**src/rtl/sumador_serie_ctrl.sv**
```systemverilog
// Byte-serial W-bit add/subtract sequencer: one 8-bit adder is reused over
// NBYTES clocks, LSB byte first, with the carry held in a register.

module adder8B (
  input  logic [7:0] a,
  input  logic [7:0] b,
  input  logic       entAcarreo,
  output logic [7:0] suma,
  output logic       salAcarreo
);
  assign {salAcarreo, suma} = {1'b0, a} + {1'b0, b} + {8'd0, entAcarreo};
endmodule

module sumador_serie_ctrl #(
  parameter int NBYTES = 4
) (
  input  logic                clk,
  input  logic                rst,
  input  logic                inicio,
  input  logic                resta,
  input  logic [8*NBYTES-1:0] a,
  input  logic [8*NBYTES-1:0] b,
  input  logic                entAcarreo,
  output logic                ocupado,
  output logic                listo,
  output logic [8*NBYTES-1:0] resultado,
  output logic                salAcarreo,
  output logic                desbordamiento
);
  localparam int W  = 8*NBYTES;
  localparam int IW = $clog2(NBYTES);
  localparam logic [IW-1:0] ULTIMO = IW'(NBYTES-1);

  typedef enum logic {REPOSO, SUMA} estado_t;

  estado_t       estado, estadoSig;
  logic [W-1:0]  opA, opB;
  logic [W-9:0]  sombra;
  logic [IW-1:0] idx;
  logic          acarreo;
  logic          restaReg;
  logic [7:0]    byteSuma;
  logic          byteAcarreo;
  logic [W-1:0]  cadena;

  // Operands shift right one byte per cycle, so the adder always sees bits [7:0].
  adder8B uSumador (
    .a          (opA[7:0]),
    .b          (opB[7:0]),
    .entAcarreo (acarreo),
    .suma       (byteSuma),
    .salAcarreo (byteAcarreo)
  );

  assign cadena = {byteSuma, sombra};

  always_ff @(posedge clk) begin
    if (rst) estado <= REPOSO;
    else     estado <= estadoSig;
  end

  always_comb begin
    estadoSig = estado;
    case (estado)
      REPOSO:  if (inicio) estadoSig = SUMA;
      SUMA:    if (idx == ULTIMO) estadoSig = REPOSO;
      default: estadoSig = REPOSO;
    endcase
  end

  always_comb begin
    ocupado = (estado == SUMA);
  end

  always_ff @(posedge clk) begin
    if (rst) begin
      opA            <= '0;
      opB            <= '0;
      sombra         <= '0;
      idx            <= '0;
      acarreo        <= 1'b0;
      restaReg       <= 1'b0;
      listo          <= 1'b0;
      resultado      <= '0;
      salAcarreo     <= 1'b0;
      desbordamiento <= 1'b0;
    end else begin
      listo <= 1'b0;
      case (estado)
        REPOSO: if (inicio) begin
          opA      <= a;
          opB      <= resta ? ~b : b;
          acarreo  <= resta ? 1'b1 : entAcarreo;
          restaReg <= resta;
          idx      <= '0;
        end
        SUMA: begin
          opA     <= opA >> 8;
          opB     <= opB >> 8;
          sombra  <= cadena[W-1:8];
          acarreo <= byteAcarreo;
          idx     <= idx + 1'b1;
          if (idx == ULTIMO) begin
            // Only the MSB byte remains in opA/opB here, so bit 7 is the sign.
            resultado      <= cadena;
            salAcarreo     <= byteAcarreo;
            desbordamiento <= (opA[7] == opB[7]) & (byteSuma[7] != opA[7]);
            listo          <= 1'b1;
          end
        end
        default: ;
      endcase
    end
  end
endmodule

```
**config.mk**
```make
export PLATFORM = sky130hd
export DESIGN_NAME = sumador_serie_ctrl
export DESIGN_NICKNAME = d
export VERILOG_FILES = /design/src/rtl/sumador_serie_ctrl.sv
export SDC_FILE = /design/constraint.sdc
export NUM_CORES = 1
export LEC_CHECK = 0
export CAP_MARGIN = 0
export CORE_MARGIN = 3
export CORE_UTILIZATION = 40
export DETAILED_ROUTE_END_ITERATION = 12
export GPL_TIMING_DRIVEN = 0
export SETUP_SLACK_MARGIN = 0.05
export SLEW_MARGIN = 20
export SYNTH_ARGS = -nofsm -noshare
export SYNTH_HDL_FRONTEND = slang
export SYNTH_HIERARCHICAL = 1
export SYNTH_SLANG_ARGS = --single-unit
```
**constraint.sdc**
```tcl
create_clock -name clk -period 2.81 [get_ports clk]
set_input_delay 0.4215 -clock clk [delete_from_list [all_inputs] [get_ports clk]]
set_output_delay 0.4215 -clock clk [all_outputs]
set_load 0.02 [all_outputs]
```
# Word-level counts from Yosys, hierarchy flattened
# Index checks and enable logic that the tools add are counted.
[totals]
regBits = 127
input_bits = 69
[classes]
addsub = 3
eq_ne = 4
n_mux = 14
bitwise = 3
reduce_logical = 2
[op_table]
columns = ["cell", "n"]
rows = [
  ["32-bit one-hot mux with 2 select lines", 2],
  ["32-bit 2-to-1 mux", 3],
  ["32-bit inverter", 1],
  ["8-bit by 8-bit adder with 9-bit output", 1],
  ["9-bit by 1-bit adder with 9-bit output", 1],
  ["1-bit 2-to-1 mux", 5],
  ["1-bit one-hot mux with 2 select lines", 2],
  ["2-bit one-hot mux with 2 select lines", 1],
  ["2-bit by 1-bit adder with 2-bit output (second input constant)", 1],
  ["2-bit == test (second input constant)", 1],
  ["2-bit 2-to-1 mux", 1],
  ["2-bit inequality test (second input constant)", 1],
  ["2-bit AND reduction", 1],
  ["2-bit OR reduction", 1],
  ["1-bit bitwise AND", 1],
  ["1-bit == test", 1],
  ["1-bit inequality test", 1],
  ["1-bit inverter", 1],
]

# Longest topological paths before layout
[depth]
depth_word = 4
mapped_depth = 8
ltp_nobuf = 8

# Hierarchy
# Netlist, hierarchy kept.
[modules_own_cells]
columns = ["module", "n_inst", "cells_each", "area_each_um2"]
rows = [
  ["sumador_serie_ctrl", 1, 508, 5205.0],
  ["adder8B", 1, 40, 331.6],
]

# Worst setup path before layout
# OpenSTA, ideal clock, no wires.
[synth_timing]
path_kind = "register -> register"
start = "reg opA[0]"
end = "reg salAcarreo"
arrival_time_ps = 1775
required_time_ps = 2693
slack_ps = 918
path_stages_with_launch = 7
path_buffers = 0
cell_sequence = "dfxtp_1 > fa_1 > fa_1 > a21oi_1 > o21a_1 > o21ai_0 > a22o_1"
[synth_via]
elab_chain_cells = 2
[synth_lines]
columns = ["element", "line", "rtl"]
rows = [
  ["start, declared", "37", "logic [W-1:0] opA, opB;"],
  ["start signal, assigned", "98", "opA <= opA >> 8;"],
  ["8-bit by 8-bit adder with 9-bit output", "11", "assign {salAcarreo, suma} = {1'b0, a} + {1'b0, b} + {8'd0, entAcarreo};"],
  ["9-bit by 1-bit adder with 9-bit output", "11", ""],
  ["via byteAcarreo", "43", "logic byteAcarreo;"],
  ["end signal, assigned", "106", "salAcarreo <= byteAcarreo;"],
  ["end, declared", "27", "output logic salAcarreo,"],
]
# The timed path passes the listed nets, and every way through them passes these cells.
# A chain may end at the register's enable or synchronous reset.

# Final worst setup path
# Ends and elaborated chain as after synthesis.

==> impl_metrics.env <==
export IMPL_status="finished, final reports clean"
export IMPL_worstPathRequired_ns=3.11
export IMPL_synthCells=548
export IMPL_power_total_mw=4.669
export IMPL_n_antenna_cell=0
export IMPL_finalInstanceArea_um2=7350
export IMPL_grt_max_degree=17
export IMPL_tns_ns=0
export IMPL_cp_startpoint="opA[0]$_SDFFE_PP0P_"
export IMPL_relSlewSlack_pct=65.00
export IMPL_rsz0062_at_grt="false"
export IMPL_hold_viol=0
export IMPL_root_buffer="clkbuf_16"
export IMPL_dp_cells=825
export IMPL_routabilityCongestion=0.7690
export IMPL_finalCritPeriodShare_pct=77.23
export IMPL_vdd_ir_drop_max_mv=0.3743
export IMPL_r2r_start="opA[0]$_SDFFE_PP0P_"
export IMPL_yosysUniqueCellTypes=40
export IMPL_min_period_ns=2.170
export IMPL_io_buffer_count=101
export IMPL_track_usage_pct=17.80
export IMPL_fmax_ghz=0.4608
export IMPL_start_kind="register"
export IMPL_holdCritStartpoint="opB[31]$_SDFFE_PP0P_"
export IMPL_num_rows=42
export IMPL_clockBufferDepth=2
export IMPL_post_cts_resized=0
export IMPL_ctsHoldBuffers=0
export IMPL_die_h_um=123.7
export IMPL_grt_pass1_wl_mm=20.86
export IMPL_avgSynthCellArea_um2=10.10
export IMPL_ys_async_sr_fraction_pct=0
export IMPL_cp_arrival_ns=2.47
export IMPL_ant_nets=0
export IMPL_cp_max_fo=2
export IMPL_syn2layout_area_growth_pct=32.75
export IMPL_fillers=1251
export IMPL_hpwlAfterDp_mm=10.09
export IMPL_drt_iter0_markers=173
export IMPL_fin_skew_ns=0.005226
export IMPL_routed_wl_mm=13.04
export IMPL_synth_seq_cells=127
export IMPL_die_w_um=123.7
export IMPL_overflow=0
export IMPL_postCtsSetupRepairBufs=0
export IMPL_placed_area_um2=6768
export IMPL_yosys_warnings=6
export IMPL_clk_latency_ns=0.41
export IMPL_numCtsBuffers=17
export IMPL_clock_sinks=127
export IMPL_synth_nets=628
export IMPL_synth_edf_count=0
export IMPL_drv_cap=0
export IMPL_drt_first_pass_iters=4
export IMPL_dieArea_um2=15290
export IMPL_grt_pass1_vias=4172
export IMPL_vias=4233
export IMPL_core_area_um2=13400
export IMPL_antenna_found_initial=0
export IMPL_start_util_pct=41.32
export IMPL_routed_via_density=4.957
export IMPL_powerDensity_nw_per_um2=635.2
export IMPL_dominantRegCellSynth="dfxtp_1"
export IMPL_htree_levels=4
export IMPL_cts_tree="done"
export IMPL_drt_wirelength_per_cell_um=15.27
export IMPL_hold_path_class="register to register"
export IMPL_drc_errors=0
export IMPL_clk_pin_slew_worst_paths_ns=0.05
export IMPL_fin_cells=854
export IMPL_netlist_area_um2=5537
export IMPL_io_pin_count=105
export IMPL_layout_nets=748
export IMPL_crit_type="register to register"
export IMPL_cellLeakagePower_nw=2.964
export IMPL_slew_viol_final=0
export IMPL_finalSetupViolCount=0
export IMPL_end_kind="register"
export IMPL_drive_gt1_share_pct=13.13
export IMPL_worstMarginPinSlew_ns=0.5249
export IMPL_yosysSeqAreaShare_pct=45.92
area by class of cell:
cell class	count	area [um2]	share of cell area, %
clock inverter	5	80.08	1.090
clock buffer	24	501.7	6.827
multi-input combinational	373	2684	36.52
timing repair buffer	101	1011	13.76
sequential	127	2542	34.59
tap	176	220.2	2.996
inverter	4	15.01	0.2043
buffer	44	295.3	4.018
synth_stat cells, types with 2 or more instances:
library cell,instances,area [um2]
mux2i_1,56,560.5
nand2b_1,2,12.51
dfxtp_1,127,2542
xor2_1,2,17.52
xnor2_1,34,297.8
nor3b_1,2,15.01
fa_1,2,40.04
buf_4,8,60.06
o21a_1,2,15.01
buf_2,17,85.08
buf_6,4,45.04
buf_12,3,60.06
clkbuf_1,12,45.04
a211o_1,25,219.0
nand3_1,2,10.01
mux2_2,24,270.3
inv_1,3,11.26
ha_1,9,112.6
a22o_1,34,297.8
a21oi_1,30,150.1
a21o_1,2,15.01
nor2_1,92,345.3
a21oi_2,3,26.28
nand2_1,29,108.9
a311o_1,2,20.02
a211oi_1,8,60.06
logic make-up after synthesis:
| kind of cell | synth area share, % |
|---|---|
| and+or+nand+nor | 9.831 |
| DFF | 45.92 |
| AOI/OAI and AO/OA | 15.19 |
| muxes | 15.01 |
| buffers and inverters | 5.604 |
| xor gates and xnor gates | 5.695 |
| adders and majority gates | 2.757 |
where the power goes:
group	internal [mW]	total [mW]	leakage [nW]	switching [mW]
logic	0.309	0.581	1.65	0.272
clock network	1.41	2.14	0.280	0.739
registers	1.89	1.94	1.04	0.0580
total	3.60	4.67	2.96	1.07
critical path, stage by stage, from the launching register on:
cell,delay [ns]
dfxtp_1,0.33
fa_1,0.48
fa_1,0.42
a21oi_1,0.22
o21a_1,0.17
o21ai_0,0.19
a22o_1,0.24
flip-flops by register name (all words and copies together) (netlist names):
register        cells
sombra             24
opA                32
idx                 2
listo               1
opB                32
ocupado             1
desbordamiento      1
acarreo             1
salAcarreo          1
resultado          32
per-layer routing:
metal	vias up	wire (um)	track usage [%]
li1	2160	-	-
met2	116	6119	29.40
met1	1940	5882	22.05
met5	-	0	0
met3	17	751	4.632
met4	0	284	7.336
stage by stage:
step           worst slack, ns  hold WS [ns]  util [%]
3_5_place_dp            0.6514        0.4512     50.50
6_report                0.6398        0.4639     54.85
3_3_place_gp            0.6824        0.4499     50.50
5_1_grt                 0.5532        0.4799     54.85
2_1_floorplan           0.9183        0.4413         -
4_1_cts                 0.6418        0.4647     54.85
cell usage in the layout (no fill, tap or decap), drive strengths merged, types with 25 or more instances in the layout:
| cell type | count |
|---|---|
| dfxtp | 127 |
| clkdlybuf4s50 | 101 |
| nor2 | 93 |
| mux2i | 56 |
| clkbuf | 36 |
| a22o | 34 |
| xnor2 | 34 |
| a21oi | 33 |
| buf | 32 |
| nand2 | 29 |
| a211o | 25 |
worst paths after layout:
path,endpoint,slack (ns),cells after the start
max,salAcarreo$_SDFFE_PP0P_,0.64,6
min,opB[23]$_SDFFE_PP0P_,0.46,2
max reg2reg,salAcarreo$_SDFFE_PP0P_,0.64,6
min reg2reg,opB[23]$_SDFFE_PP0P_,0.46,2
(Power assumes the default switching activity.)
